<file path="src/rtl/pipelined_add_sub.sv">
// Carry-pipelined two's-complement adder/subtractor, one carry chunk per stage.
// Latency: STAGES cycles from input transfer to out_valid; 1 beat/cycle at full rate.
// Backpressure: global advance (adv = !out_valid | out_ready) freezes every stage; in_ready = adv.
// Optional feature: define SATURATE_EN to clamp the sum to signed max/min on overflow.
module pipelined_add_sub #(
  parameter int WIDTH  = 8,
  parameter int STAGES = 2
) (
  input  logic             clk,
  input  logic             rst_n,
  input  logic             in_valid,
  output logic             in_ready,
  input  logic [WIDTH-1:0] a,
  input  logic [WIDTH-1:0] b,
  input  logic             sub,
  output logic             out_valid,
  input  logic             out_ready,
  output logic [WIDTH-1:0] sum,
  output logic             c_out,
  output logic             ovf
);

  localparam int CW = WIDTH / STAGES;  // bits handled per stage
  localparam int L  = STAGES - 1;      // index of the final stage

  // Reject geometries the chunking cannot represent.
  if (WIDTH < 2 || STAGES < 1 || (WIDTH % STAGES) != 0) begin : g_bad_params
    $error("pipelined_add_sub: WIDTH must be >= 2 and divisible by STAGES");
  end

  // Per-stage registered state: full-width operands travel along so later stages
  // still see their chunk; s_q accumulates the chunks resolved so far.
  logic             vld_q [STAGES];
  logic [WIDTH-1:0] a_q   [STAGES];
  logic [WIDTH-1:0] b_q   [STAGES];
  logic [WIDTH-1:0] s_q   [STAGES];
  logic             c_q   [STAGES];
  logic [WIDTH-1:0] sum_q;
  logic             ovf_q;

  // Inputs seen by each stage (stage 0 from the ports, others from the previous stage).
  logic [WIDTH-1:0] a_prev [STAGES];
  logic [WIDTH-1:0] b_prev [STAGES];
  logic [WIDTH-1:0] s_prev [STAGES];
  logic             c_prev [STAGES];

  // Next values computed by each stage.
  logic [CW:0]      chunk  [STAGES];
  logic [WIDTH-1:0] s_d    [STAGES];
  logic             c_d    [STAGES];
  logic             ovf_d;
  logic [WIDTH-1:0] fin_sum;

  logic adv;

  assign adv       = !vld_q[L] || out_ready;
  assign in_ready  = adv;
  assign out_valid = vld_q[L];
  assign sum       = sum_q;
  assign c_out     = c_q[L];
  assign ovf       = ovf_q;

  // Route each stage's operands: subtraction is a + ~b + 1, so invert b and seed the carry.
  always_comb begin
    a_prev[0] = a;
    b_prev[0] = sub ? ~b : b;
    s_prev[0] = '0;
    c_prev[0] = sub;
    for (int k = 1; k < STAGES; k++) begin
      a_prev[k] = a_q[k-1];
      b_prev[k] = b_q[k-1];
      s_prev[k] = s_q[k-1];
      c_prev[k] = c_q[k-1];
    end
  end

  // Each stage resolves its own chunk; the final stage also derives overflow and the output sum.
  always_comb begin
    for (int k = 0; k < STAGES; k++) begin
      chunk[k] = {1'b0, a_prev[k][k*CW +: CW]} + {1'b0, b_prev[k][k*CW +: CW]}
               + (CW+1)'(c_prev[k]);
      s_d[k]   = s_prev[k];
      s_d[k][k*CW +: CW] = chunk[k][CW-1:0];
      c_d[k]   = chunk[k][CW];
    end
    ovf_d = (a_prev[L][WIDTH-1] == b_prev[L][WIDTH-1]) &&
            (s_d[L][WIDTH-1] != a_prev[L][WIDTH-1]);
`ifdef SATURATE_EN
    // Overflow direction follows operand A's sign: positive overflow clamps high, negative low.
    if (ovf_d) begin
      fin_sum = a_prev[L][WIDTH-1] ? {1'b1, {(WIDTH-1){1'b0}}} : {1'b0, {(WIDTH-1){1'b1}}};
    end else begin
      fin_sum = s_d[L];
    end
`else
    fin_sum = s_d[L];
`endif
  end

  // Pipeline registers: everything moves together on adv, everything clears on reset.
  always_ff @(posedge clk or negedge rst_n) begin
    if (!rst_n) begin
      for (int k = 0; k < STAGES; k++) begin
        vld_q[k] <= 1'b0;
        a_q[k]   <= '0;
        b_q[k]   <= '0;
        s_q[k]   <= '0;
        c_q[k]   <= 1'b0;
      end
      sum_q <= '0;
      ovf_q <= 1'b0;
    end else if (adv) begin
      vld_q[0] <= in_valid;
      for (int k = 1; k < STAGES; k++) begin
        vld_q[k] <= vld_q[k-1];
      end
      for (int k = 0; k < STAGES; k++) begin
        a_q[k] <= a_prev[k];
        b_q[k] <= b_prev[k];
        s_q[k] <= s_d[k];
        c_q[k] <= c_d[k];
      end
      sum_q <= fin_sum;
      ovf_q <= ovf_d;
    end
  end

endmodule

</file>
<file path="config.mk">
export PLATFORM = sky130hd
export DESIGN_NAME = pipelined_add_sub
export DESIGN_NICKNAME = d
export VERILOG_FILES = /design/src/rtl/pipelined_add_sub.sv
export SDC_FILE = /design/constraint.sdc
export NUM_CORES = 1
export LEC_CHECK = 0
export BUFFER_PORTS_ARGS = -buffer_cell sky130_fd_sc_hd__buf_2
export CAP_MARGIN = 15
export CORE_MARGIN = 1
export CORE_UTILIZATION = 40
export CTS_BUF_LIST = sky130_fd_sc_hd__clkbuf_2 sky130_fd_sc_hd__clkbuf_4 sky130_fd_sc_hd__clkbuf_8
export DETAILED_ROUTE_END_ITERATION = 10
export PLACE_DENSITY = 0.72
export SLEW_MARGIN = 20
export SYNTH_ARGS = -nofsm -noshare
export SYNTH_HDL_FRONTEND = slang
export SYNTH_SLANG_ARGS = --single-unit
</file>
<file path="constraint.sdc">
create_clock -name clk -period 1.7 [get_ports clk]
set_input_delay 0.255 -clock clk [delete_from_list [all_inputs] [get_ports clk]]
set_output_delay 0.255 -clock clk [all_outputs]
set_load 0.05 [all_outputs]
</file>
==> summary.md <==
| Metric | Value |
|---|---|
| Post-synthesis sequential area ratio | 48.73% |
| Min cycle time layout | 1.618 ns |
| CP endpoint | in_ready |
| Yosys Warn Count | 0 |
| # IOs | 33 |
| Mean routed wirelength per cell | 11.06 µm |
| Via density | 4.571 |
| Cell count after synthesis | 132 |
| Setup crit start | out_valid$_DFFE_PN0P_ |
| Routed Wire Length | 2.345 mm |
| Library cells used by synthesis | 28 |
| Slew Limit Fails | 0 |
| GP Congestion | 0.7874 |
| Grt ovf | 0 |
| Fin cells | 212 |
| FF-to-FF setup slack | 0.11 ns |
| Max-Cap Viols | 0 |
| Gr usage total | 15.28% |
| Unrepaired setup endpoints after global routing | false |
| Critical path class | flop to output port |
| Final core occ | 50.61% |
| CTS tree | done |
| Diode count | 0 |
| Slew of the pin with the lowest slew margin | 0.5413 ns |
| First-pass GRT wire length | 3.995 mm |
| Largest cells by area after synthesis | dfrtp_1, nand2_1, ha_1, fa_1, xnor2_1 |
| DPL Wire Length | 1.831 mm |
| R2r startpoint | a_prev[4]$_DFFE_PN0P_ |
| Crit end category | output port |
| Area delta synth->final | 20.37% |
| Setup ws final | 0.08200 ns |
| Clock Latency Late Sink | 0.32 ns |
| Vias in the first global route | 938 |
| # DRC | 0 |
| CTS root buffer | clkbuf_4 |
| Final hold viol count | 0 |
| PortBufs | 32 |
| Highest Clock Rate | 618.0 MHz |
| Syn_nets | 162 |
| Setup TNS | 0 ns |
| Clk sinks | 25 |
| Clock Path Buffers | 2 |
| Peak VDD IR | 0.5158 mV |
| Iter 0 DRT Violations | 24 |
| # Post-CTS Setup Buffers | 0 |
| Leak Pwr | 0.0007844 µW |
| Starting density of the core | 42.05% |
| Site Rows | 20 |
| Worst Path Required | 1.44 ns |
| Reg2reg end | ovf$_DFFE_PN0P_ |
| First-pass DRT Iterations | 4 |
| Yosys top cell by area | dfrtp_1 |
| Die area | 0.003440 mm² |
| Synth Area per Inst | 9.725 µm² |
| Pre-CTS setup slack | -0.02669 ns |
| Dpl cells | 207 |
| Synth top area share | 48.73% |
| Worst EP arrival | 1.36 ns |
| Tcrit/Tclk final | 95.18% |
| Yosys reg bits | 25 |
| Post-Syn Area | 0.001284 mm² |
| Core Box Area | 0.003053 mm² |
| DRT antenna net count | 0 |
| Clk slew on worst S/H paths | 0.14 ns |
| Outcome | completed |
| Die width | 58.65 µm |
| Number of cells on the worst reg-to-reg path | 4 |
| CTS Buf Count | 3 |
| Layout cells sized above 1 | 25.60% |
| Initial antenna violation count | 0 |
| Final setup violation count | 0 |
| Vias | 969 |
| Relative slew margins | 63.92% |
| Hold crit path type | input pin to flop |
| Largest net degree at the start of global routing | 26 |
| Crit-path max FO | 7 |
| Post-route cell area | 0.001545 mm² |
| Die span in y | 58.65 µm |
| Instance area at placement | 0.001503 mm² |
| Power Dens Cells | 1273 mW/mm² |
| CTS H-tree depth | 1 |
| Crit start category | flop |
| Number of nets in the layout | 199 |
| Fin Clk Skew | 0.006913 ns |
cells in the mapped netlist:
| library cell | instances |
|---|---|
| inv_1 | 4 |
| o21ai_0 | 8 |
| and2_1 | 1 |
| mux2_4 | 1 |
| xnor2_1 | 5 |
| a2111o_1 | 1 |
| and3_1 | 1 |
| a21o_1 | 3 |
| fa_1 | 3 |
| ha_1 | 6 |
| nor2_1 | 5 |
| nor3b_1 | 1 |
| clkbuf_1 | 2 |
| buf_2 | 3 |
| nand4_1 | 1 |
| xor2_1 | 5 |
| dfrtp_1 | 25 |
| a21oi_1 | 6 |
| nand2b_1 | 1 |
| a31oi_1 | 1 |
| nand3_1 | 1 |
| nor2b_1 | 2 |
| o31ai_1 | 1 |
| a21boi_0 | 2 |
| nand2_1 | 39 |
| o41ai_1 | 1 |
| a211oi_1 | 2 |
| buf_6 | 1 |
flip-flops by register name (all words and copies together), names as in the netlist:
signal / count
sum: 8
a_prev: 4
b_prev: 4
fin_sum: 4
c_out: 1
c_prev: 1
out_valid: 1
ovf: 1
vld_q: 1
where the power goes:
group | switching (µW) | internal [µW] | leakage (µW) | total, µW
Sequential | 82.3 | 746 | 0.000297 | 828
Combinational | 607 | 268 | 0.000469 | 875
Clock | 175 | 88.1 | 0.0000177 | 263
cells in the final DEF, fill, tap and decap left out:
master,instances
fa_1,3
inv_1,4
nand2_1,39
xor2_1,5
and2_1,1
buf_2,31
clkbuf_4,3
buf_4,6
nand4_1,1
mux2_4,1
dfrtp_1,25
o41ai_1,1
a31oi_1,1
nor2_1,5
a211oi_1,2
ha_1,6
clkinv_2,1
nand2b_1,1
xnor2_1,5
and3_1,1
nand3_1,1
nor2b_1,1
o31ai_1,1
a21oi_1,6
a2111o_1,1
nor2b_2,1
dlygate4sd3_1,1
nor3b_1,1
a21o_1,3
o21ai_0,8
a21boi_0,2
how the worst min path moves through the flow:
stage                            end  cells past startpoint      from
2_1_floorplan  a_prev[4]$_DFFE_PN0P_                      0     rst_n
3_3_place_gp      sum[5]$_DFFE_PN0P_                      1     rst_n
3_5_place_dp   a_prev[5]$_DFFE_PN0P_                      1     rst_n
4_1_cts         vld_q[1]$_DFFE_PN0P_                      3  in_valid
5_1_grt        a_prev[6]$_DFFE_PN0P_                      3      a[6]
6_report        vld_q[1]$_DFFE_PN0P_                      3  in_valid
worst max-delay path, cell delays in order (launching register included):
cell	delay [ns]
dfrtp_1	0.42
nor2b_2	0.17
inv_1	0.20
buf_4	0.25
metal layers:
| layer | vias to the layer above | GRT usage, % | routed length [µm] |
|---|---|---|---|
| li1 | 506 | - | - |
| met1 | 436 | 21.32 | 1166 |
| met2 | 25 | 24.30 | 1060 |
| met3 | 2 | 1.978 | 100 |
| met4 | 0 | 6.122 | 19 |
| met5 | - | 0 | 0 |
cells by family (layout without fill, tap and decap cells):
family / count (synthesis) / in the layout / synth area share (%)
AND/OR/NAND/NOR: 52 / 52 / 16.77
AO/OA/AOI/OAI: 25 / 25 / 12.18
flip-flops: 25 / 25 / 48.73
XOR/XNOR: 10 / 10 / 6.822
buffers and inverters: 10 / 46 / 3.801
adder cells (fa/ha/maj): 9 / 9 / 10.53
multiplexers: 1 / 1 / 1.169
metrics by stage:
stage          total power [µW]  hold WS (ns)
2_1_floorplan              1495      -0.04059
3_3_place_gp               1694        0.2624
3_5_place_dp               1720        0.2693
4_1_cts                    1985        0.1096
5_1_grt                    2098        0.1310
6_report                   1966        0.1191
layout make-up:
cell class	count	area [µm²]
Clock inverter	1	5.005
Inverter	4	15.01
Fill cell	316	1508
Timing Repair Buffer	38	210.2
Multi-Input combinational cell	97	611.8
Clock buffer	3	22.52
Tap cell	44	55.05
Sequential cell	25	625.6
what timing repair did:
item,CTS,global route
endpoints found under the hold margin,25,0
setup endpoints to repair,0,1
hold buffers,1,0
resized for setup,0,3
No activity file was read; power rests on OpenSTA's default activity.
